$ cat src/rtl/bus_arbiter_if.sv
// Arbiter-side bundle: per-master request/hold in, registered grant status out.
// The master modport is the cache-controller view; slave is the arbiter view.
interface bus_arbiter_if #(
    parameter int N = 4
);
    localparam int OW = (N > 1) ? $clog2(N) : 1;

    logic [N-1:0]  breq;
    logic [N-1:0]  bhold;
    logic [N-1:0]  bgnt;
    logic [OW-1:0] owner;
    logic          busy;
    logic          hold_timeout;

    modport master (
        output breq, bhold,
        input  bgnt, owner, busy, hold_timeout
    );

    modport slave (
        input  breq, bhold,
        output bgnt, owner, busy, hold_timeout
    );
endinterface

$ cat src/rtl/bus_arbiter.sv
// Round-robin split-transaction bus arbiter with one-cycle grant latency,
// bhold-extended tenures and a hold-limit forced revocation.
//   state   | meaning
//   IDLE    | no master granted, bgnt all-zero
//   GRANTED | exactly one bgnt bit set, owner drives the bus
module bus_arbiter #(
    parameter int N        = 4,
    parameter int MAX_HOLD = 16
) (
    input  logic          clock,
    input  logic          reset,
    bus_arbiter_if.slave  bus
);
    localparam int PW = (N > 1) ? $clog2(N) : 1;
    localparam int CW = $clog2(MAX_HOLD + 1);

    typedef enum logic {IDLE, GRANTED} state_t;

    state_t        r_state,      w_state_nxt;
    logic [N-1:0]  r_bgnt,       w_bgnt_nxt;
    logic [PW-1:0] r_owner,      w_owner_nxt;
    logic [PW-1:0] r_ptr,        w_ptr_nxt;
    logic [CW-1:0] r_hold_cnt,   w_hold_cnt_nxt;
    logic          r_busy;
    logic          r_hold_timeout, w_hold_timeout_nxt;

    logic          w_arb;
    logic [N-1:0]  w_req;
    logic [PW-1:0] w_start;
    logic          w_found;
    logic [PW-1:0] w_win;

    always_ff @(posedge clock or negedge reset) begin
        if (!reset) begin
            r_state        <= IDLE;
            r_bgnt         <= '0;
            r_owner        <= '0;
            r_ptr          <= '0;
            r_hold_cnt     <= '0;
            r_busy         <= 1'b0;
            r_hold_timeout <= 1'b0;
        end else begin
            r_state        <= w_state_nxt;
            r_bgnt         <= w_bgnt_nxt;
            r_owner        <= w_owner_nxt;
            r_ptr          <= w_ptr_nxt;
            r_hold_cnt     <= w_hold_cnt_nxt;
            r_busy         <= |w_bgnt_nxt;
            r_hold_timeout <= w_hold_timeout_nxt;
        end
    end

    always_comb begin
        w_state_nxt        = r_state;
        w_bgnt_nxt         = r_bgnt;
        w_owner_nxt        = r_owner;
        w_ptr_nxt          = r_ptr;
        w_hold_cnt_nxt     = r_hold_cnt;
        w_hold_timeout_nxt = 1'b0;
        w_arb              = 1'b0;
        w_req              = bus.breq;
        w_start            = r_ptr;
        w_found            = 1'b0;
        w_win              = '0;

        case (r_state)
            IDLE: begin
                w_hold_cnt_nxt = '0;
                w_arb          = |bus.breq;
            end
            GRANTED: begin
                if (bus.bhold[r_owner] && (r_hold_cnt < CW'(MAX_HOLD))) begin
                    w_hold_cnt_nxt = r_hold_cnt + 1'b1;
                end else begin
                    // Tenure over: the old owner sits out this one decision.
                    w_arb              = 1'b1;
                    w_req[r_owner]     = 1'b0;
                    w_start            = (r_owner == PW'(N - 1)) ? '0 : r_owner + 1'b1;
                    w_ptr_nxt          = w_start;
                    w_hold_timeout_nxt = bus.bhold[r_owner];
                end
            end
            default: w_state_nxt = IDLE;
        endcase

        for (int i = 0; i < N; i++) begin
            if (!w_found && w_req[(int'(w_start) + i) % N]) begin
                w_found = 1'b1;
                w_win   = PW'((int'(w_start) + i) % N);
            end
        end

        if (w_arb) begin
            w_hold_cnt_nxt = '0;
            if (w_found) begin
                w_state_nxt = GRANTED;
                w_bgnt_nxt  = N'(1) << w_win;
                w_owner_nxt = w_win;
            end else begin
                w_state_nxt = IDLE;
                w_bgnt_nxt  = '0;
                w_owner_nxt = '0;
            end
        end
    end

    assign bus.bgnt         = r_bgnt;
    assign bus.owner        = r_owner;
    assign bus.busy         = r_busy;
    assign bus.hold_timeout = r_hold_timeout;
endmodule

$ cat src/flat_wrapper.sv
// flat-port wrapper written by rule: the top's interface ports become plain ports
module bus_arbiter_flat 
#(
    parameter int N        = 4,
    parameter int MAX_HOLD = 16
)
  (clock, reset, bus_breq, bus_bhold, bus_bgnt, bus_owner, bus_busy, bus_hold_timeout);
  bus_arbiter_if #(.N(N)) bus_i ();
  input  logic clock;
  input  logic reset;
  input wire logic [$bits(bus_i.breq)-1:0] bus_breq;
  input wire logic [$bits(bus_i.bhold)-1:0] bus_bhold;
  output wire logic [$bits(bus_i.bgnt)-1:0] bus_bgnt;
  output wire logic [$bits(bus_i.owner)-1:0] bus_owner;
  output wire logic [$bits(bus_i.busy)-1:0] bus_busy;
  output wire logic [$bits(bus_i.hold_timeout)-1:0] bus_hold_timeout;
  assign bus_i.breq = bus_breq;
  assign bus_i.bhold = bus_bhold;
  assign bus_bgnt = bus_i.bgnt;
  assign bus_owner = bus_i.owner;
  assign bus_busy = bus_i.busy;
  assign bus_hold_timeout = bus_i.hold_timeout;
  bus_arbiter #(.N(N), .MAX_HOLD(MAX_HOLD)) u_core (.clock(clock), .reset(reset), .bus(bus_i));
endmodule
$ cat config.mk
export PLATFORM = sky130hd
export DESIGN_NAME = bus_arbiter_flat
export DESIGN_NICKNAME = d
export VERILOG_FILES = /design/src/rtl/bus_arbiter_if.sv /design/src/rtl/bus_arbiter.sv /design/src/flat_wrapper.sv
export SDC_FILE = /design/constraint.sdc
export NUM_CORES = 1
export LEC_CHECK = 0
export ABC_AREA = 0
export BUFFER_PORTS_ARGS = -buffer_cell sky130_fd_sc_hd__buf_2
export CORE_MARGIN = 10
export CORE_UTILIZATION = 57
export CTS_CLUSTER_SIZE = 10
export DETAILED_ROUTE_END_ITERATION = 6
export PLACE_DENSITY = 0.89
export SYNTH_ARGS = -nofsm -noshare
export SYNTH_HDL_FRONTEND = slang
export SYNTH_SLANG_ARGS = --single-unit
$ cat constraint.sdc
create_clock -name clock -period 7.2 [get_ports clock]
set_clock_uncertainty 0.2 [all_clocks]
set_input_delay 0 -clock clock [delete_from_list [all_inputs] [get_ports clock]]
set_output_delay 0 -clock clock [all_outputs]
set_load 0.1 [all_outputs]
==> results.sh, run 1 <==
export IMPL_clk_latency_ns=0.29
export IMPL_hold_path_class="input port to flop"
export IMPL_numCtsBuffers=3
export IMPL_tightest_slew_ns=0.690
export IMPL_synth_fp_nets=116
export IMPL_dieArea_sq_um=3670
export IMPL_ys_ff_latch=16
export IMPL_grt_pass1_wl_microns=3400
export IMPL_clockBufferDepth=2
export IMPL_fin_area_sq_um=1090
export IMPL_initial_utilization_pct=61.0
export IMPL_maxCapViolCount=0
export IMPL_tritoncts="done"
export IMPL_syn_area_per_cell_sq_um=9.30
export IMPL_min_period_ns=2.60
export IMPL_period_share_pct=36.0
export IMPL_slew_headroom_pct=53.8
export IMPL_root_buffer="clkbuf_4"
export IMPL_hpwl_microns=1570
export IMPL_htreeDepth=1
export IMPL_cts_num_sinks=16
export IMPL_drt_total_wl_microns=2030
export IMPL_grt_max_degree=17
export IMPL_synth_top_area_cell="dfrtp_1"
export IMPL_postRouteAntennaNets=0
export IMPL_pre_cts_ws_ns=4.66
export IMPL_via_per_inst=5.91
export IMPL_synthArstFlopShare_pct=100
export IMPL_drtIter0Drc=31
export IMPL_synth_cell_types=35
export IMPL_grt_ovfl_total=0
export IMPL_required_ns=7.16
export IMPL_layout_setup_ws_ns=4.60
export IMPL_detailed_place_area_sq_um=1030
export IMPL_timing_fmax_ghz=0.385
export IMPL_antenna_found_initial=0
export IMPL_cp_max_fo=9
export IMPL_die_h_microns=60.6
export IMPL_synthFlopType="dfrtp_1"
export IMPL_io_pins=18
export IMPL_fin_util_pct=71.0
export IMPL_setup_viol=0
export IMPL_synthCells=101
export IMPL_final_cell_mix="buf_2, dfrtp_1, nand2_1"
export IMPL_drt_pre_antenna_iters=4
export IMPL_numPortBuffers=17
export IMPL_finalHoldViolCount=0
export IMPL_wl_per_cell_microns=14.6
export IMPL_grt_pass1_vias=790
export IMPL_start_kind="flop"
export IMPL_yosysWarnings=0
export IMPL_core_sq_um=1540
export IMPL_clkTransAtPathRegs_ns=0.09
export IMPL_core_rowCount=14
export IMPL_crit_type="flop to flop"
export IMPL_cts_repair_resized=0
export IMPL_yosysSeqAreaShare_pct=42.6
export IMPL_drive_gt1_share_pct=25.2
export IMPL_die_w_microns=60.6
export IMPL_syn2layout_area_growth_pct=16.5
export IMPL_yosysTopAreaCellShare_pct=42.6
export IMPL_syn_area_sq_um=940
export IMPL_drc=0
export IMPL_grt_usage_pct=11.6
export IMPL_yosys_top_cells_area="dfrtp_1, ha_1, nand2_1"
export IMPL_rsz0062_at_grt="no"
export IMPL_gp_congestion=0.953
export IMPL_maxSlewViolCount=0
export IMPL_synth_edf_count=0
export IMPL_antenna_cells=0
export IMPL_nets=139
export IMPL_tns_ns=0
export IMPL_vias=822
export IMPL_status="finished, final reports clean"
export IMPL_end_kind="flop"
export IMPL_crit_arrival_ns=2.56
export IMPL_layout_commonest_cell="buf_2"
[sequential cells by signal, summed over array words and instances (netlist names)]
register and flops:
u_core.r_ptr 2, u_core.bus.busy 1, u_core.r_hold_cnt 5, u_core.bus.bgnt 4, u_core.bus.owner 2, u_core.r_state 1
u_core.bus.hold_timeout 1
[Yosys cell counts (2+ instances only)]
cell / instances
o21ai_1: 6
inv_1: 8
nand3_1: 3
o31ai_1: 2
a21oi_1: 3
nor2_1: 12
o21ai_0: 4
mux2i_1: 2
ha_1: 5
o21ai_2: 2
dfrtp_1: 16
mux2i_2: 2
and3_1: 2
nand2_1: 13
[final timing paths]
path / start / end / slack, ns / cells after the start
setup / recovery: u_core.bus.owner[0]$_DFFE_PN0N_ / u_core.bus.busy$_DFF_PN0_ / 4.60 / 8
hold / removal: bus_bhold[2] / u_core.bus.hold_timeout$_DFF_PN0_ / 0.06 / 4
setup reg to reg: u_core.bus.owner[0]$_DFFE_PN0N_ / u_core.bus.busy$_DFF_PN0_ / 4.60 / 8
hold reg to reg: u_core.r_hold_cnt[0]$_DFFE_PN0P_ / u_core.r_hold_cnt[0]$_DFFE_PN0P_ / 0.27 / 1
max in group asynchronous: reset / u_core.bus.bgnt[2]$_DFF_PN0_ / 5.76 / 3
min in group asynchronous: reset / u_core.bus.hold_timeout$_DFF_PN0_ / 0.60 / 3
[worst max-delay path, stage by stage, from the launching register on]
cell and delay [ns]:
dfrtp_1 0.49, or2_1 0.28, o221ai_2 0.32, mux2i_2 0.40
inv_2 0.11, a21oi_1 0.17, nor4_1 0.07, a211o_1 0.26
nand4b_1 0.17
[metrics by stage]
| step | hold slack, ns | instances |
|---|---|---|
| floorplan | -0.496 | 101 |
| global placement | -0.276 | 132 |
| detailed placement | -0.274 | 132 |
| CTS | 0.0490 | 139 |
| global route | 0.0777 | 139 |
| finish | 0.0584 | 139 |
[logic make-up (layout without fill, tap and decap cells)]
| kind of cell | after synthesis | after routing | synth area share, % |
|---|---|---|---|
| muxes | 4 | 4 | 5.06 |
| buffers and inverters | 11 | 33 | 5.33 |
| and+or+nand+nor | 39 | 39 | 20.0 |
| xor gates and xnor gates | 2 | 2 | 1.86 |
| AOI/OAI and AO/OA | 24 | 24 | 18.5 |
| DFF | 16 | 16 | 42.6 |
| adders and majority gates | 5 | 5 | 6.66 |
[layer usage]
metal | share of wire [%] | vias up | track usage (%) | wire length, microns
li1 | - | 396 | - | -
met1 | 41 | 399 | 13.4 | 839
met2 | 53 | 21 | 20.4 | 1070
met3 | 5.0 | 6 | 3.97 | 102
met4 | 1.1 | 0 | 2.51 | 23
met5 | 0 | - | 0 | 0
[repair_timing]
action                    in CTS  in global routing
setup buffers                  0                  0
hold buffers                   3                  0
hold endpoints to repair      21                  0
[area by class of cell]
cell class,instances,area [sq um]
repair buffers,20,115
fillers,123,447
multi-input cells,74,489
flip-flops and latches,16,400
inverters,9,33.8
clock buffers,4,36.3
well taps,16,20.0
Power of run 1 is left out: the tool's default activity adds up to more than one toggle a clock period on the data nets, which glitch-free logic cannot reach.
==> run 2, diff against run 1 <==
--- a/config.mk
+++ b/config.mk
@@ -5,13 +5,13 @@
 export SDC_FILE = /design/constraint.sdc
 export NUM_CORES = 1
 export LEC_CHECK = 0
-export ABC_AREA = 0
+export ABC_AREA = 1
 export BUFFER_PORTS_ARGS = -buffer_cell sky130_fd_sc_hd__buf_2
 export CORE_MARGIN = 10
-export CORE_UTILIZATION = 57
+export CORE_UTILIZATION = 56
 export CTS_CLUSTER_SIZE = 10
 export DETAILED_ROUTE_END_ITERATION = 6
-export PLACE_DENSITY = 0.89
+export PLACE_DENSITY = 0.86
 export SYNTH_ARGS = -nofsm -noshare
 export SYNTH_HDL_FRONTEND = slang
 export SYNTH_SLANG_ARGS = --single-unit
==> constraint.sdc (replaced) <==
create_clock -name clock -period 2.7 [get_ports clock]
set_clock_uncertainty 0.2 [all_clocks]
set_input_delay 0 -clock clock [delete_from_list [all_inputs] [get_ports clock]]
set_output_delay 0 -clock clock [all_outputs]
set_load 0.1 [all_outputs]
==> run 2 against run 1 <==
Critical path depth grew 9. First-iteration DRC count is 110% higher. Sequential share of layout area decreased by 7.8 points. Cell area is 28% higher. Non-clock buffer count up 3. Count of clock-buffer cells in the layout did not move. Via count rose by 30%. Global-route usage hardly changed. Critical endpoint unchanged.
==> results.sh, run 2 <==
export IMPL_required_ns=2.69
export IMPL_post_synth_top_count_cell="nand2_1"
export IMPL_slew_headroom_pct=55.0
export IMPL_grt_ovfl_total=0
export IMPL_gp_congestion=0.899
export IMPL_rsz0062_at_grt="no"
export IMPL_antenna_cells=0
export IMPL_finalHoldViolCount=0
export IMPL_numPortBuffers=17
export IMPL_grt_usage_pct=11.7
export IMPL_numCtsBuffers=3
export IMPL_clkTransAtPathRegs_ns=0.09
export IMPL_synth_fp_nets=168
export IMPL_synth_top_area_cell="dfrtp_1"
export IMPL_cts_num_sinks=16
export IMPL_min_period_ns=2.38
export IMPL_drt_pre_antenna_iters=4
export IMPL_clockBufferDepth=2
export IMPL_core_sq_um=2000
export IMPL_grt_pass1_vias=1031
export IMPL_postCtsSetupRepairBufs=0
export IMPL_drt_total_wl_microns=2500
export IMPL_dieArea_sq_um=4380
export IMPL_tightest_slew_ns=0.673
export IMPL_synthArstFlopShare_pct=100
export IMPL_yosysWarnings=0
export IMPL_synthCells=153
export IMPL_end_kind="flop"
export IMPL_crit_arrival_ns=2.37
export IMPL_largest_reg_flops=5
export IMPL_drtIter0Drc=64
export IMPL_syn_area_sq_um=1190
export IMPL_grt_pass1_wl_microns=4220
export IMPL_htreeDepth=1
export IMPL_wl_per_cell_microns=12.1
export IMPL_synthFlopType="dfrtp_1"
export IMPL_maxSlewViolCount=0
export IMPL_r2r_slack_ns=0.32
export IMPL_syn2layout_area_growth_pct=17.4
export IMPL_largest_register="u_core.r_hold_cnt"
export IMPL_setup_viol=0
export IMPL_initial_utilization_pct=59.6
export IMPL_hold_path_class="input port to flop"
export IMPL_vias=1070
export IMPL_grt_max_degree=17
export IMPL_clk_latency_ns=0.29
export IMPL_layout_commonest_cell="nand2_1"
export IMPL_cp_max_fo=7
export IMPL_drc=0
export IMPL_drive_gt1_share_pct=34.6
export IMPL_ys_top_cells_by_count="nand2_1, nand3_1, dfrtp_1, nand2_2, nor2_1"
export IMPL_via_per_inst=5.19
export IMPL_yosysTopAreaCellShare_pct=33.5
export IMPL_detailed_place_area_sq_um=1330
export IMPL_maxCapViolCount=0
export IMPL_synth_cell_types=23
export IMPL_start_kind="flop"
export IMPL_postRouteAntennaNets=0
export IMPL_core_rowCount=16
export IMPL_final_cell_mix="nand2_1, nand3_1, buf_2"
export IMPL_period_share_pct=88.2
export IMPL_root_buffer="clkbuf_4"
export IMPL_cts_repair_resized=0
export IMPL_die_h_microns=66.2
export IMPL_ys_ff_latch=16
export IMPL_yosys_top_cells_area="dfrtp_1, nand2_1, nand2_2"
export IMPL_fin_area_sq_um=1400
export IMPL_synth_edf_count=0
export IMPL_status="finished, final reports clean"
export IMPL_antenna_found_initial=0
export IMPL_tritoncts="done"
export IMPL_yosysSeqAreaShare_pct=33.5
export IMPL_timing_fmax_ghz=0.420
export IMPL_syn_area_per_cell_sq_um=7.80
export IMPL_nets=195
export IMPL_die_w_microns=66.2
export IMPL_hpwl_microns=2060
export IMPL_crit_type="flop to flop"
export IMPL_holdBufCountCts=4
export IMPL_tns_ns=0
export IMPL_io_pins=18
## run 2: cell types whose count changed after synthesis, sizes merged, moves of 3 or more
| cell | delta |
|---|---|
| nand3 | +23 |
| o21ai | -6 |
| nor2 | +3 |
| inv | +5 |
| nand2 | +47 |
| mux2i | -4 |
| and3 | -3 |
| nand4 | +4 |
## run 2: logic make-up after synthesis
group | share of synthesized area [%]
AOI/OAI and AO/OA | 4.19
adders and majority gates | 5.24
and+or+nand+nor | 51.5
DFF | 33.5
buffers and inverters | 4.82
xor gates and xnor gates | 0.734
## run 2: path summary, 6_finish.rpt
path,start,endpoint,cells after the start
setup / recovery,u_core.bus.owner[0]$_DFFE_PN0N_,u_core.bus.busy$_DFF_PN0_,17
hold / removal,bus_breq[1],u_core.bus.owner[0]$_DFFE_PN0N_,5
setup reg to reg,u_core.bus.owner[0]$_DFFE_PN0N_,u_core.bus.busy$_DFF_PN0_,17
hold reg to reg,u_core.r_hold_cnt[0]$_DFFE_PN0P_,u_core.r_hold_cnt[0]$_DFFE_PN0P_,1
max in group asynchronous,reset,u_core.bus.owner[0]$_DFFE_PN0N_,3
min in group asynchronous,reset,u_core.bus.bgnt[3]$_DFF_PN0_,3
## run 2: layout make-up
type,instances,area (sq um)
clock buffer,4,36.3
fill,158,601
inverter,14,52.6
multi-input combinational,122,736
sequential,16,403
tap,27,33.8
timing repair buffer,23,140
## run 2: layer usage
metal	track usage, %	share of wire [%]
met2	19.9	47
met3	3.22	8.2
met1	13.8	44
met5	0	0
met4	3.40	1.1
## run 2: metrics by stage
| stage | instances | utilization [%] | hold WS, ns | setup slack (ns) |
|---|---|---|---|---|
| detailed placement | 198 | 66.2 | -0.277 | 0.329 |
| floorplan | 153 | - | -0.496 | 0.162 |
| global placement | 198 | 66.2 | -0.284 | 0.366 |
| global route | 206 | 70.0 | 0.125 | 0.0954 |
| CTS | 206 | 70.0 | 0.0517 | 0.319 |
| finish | 206 | 70.0 | 0.0612 | 0.319 |
## run 2: critical path, stage by stage, from the launching register on
cell	delay, ns
dfrtp_2	0.47
ha_1	0.23
nor2_1	0.20
inv_1	0.08
nand3_2	0.09
nand2_4	0.07
nand2_1	0.06
nand2_1	0.10
inv_2	0.07
nand2_2	0.06
nand2_1	0.10
nand4_1	0.08
nand2_1	0.10
nand2_1	0.07
nand3_1	0.08
nand2_2	0.05
nor2_1	0.10
nand2_1	0.06
Power of run 2 is left out for the same reason.
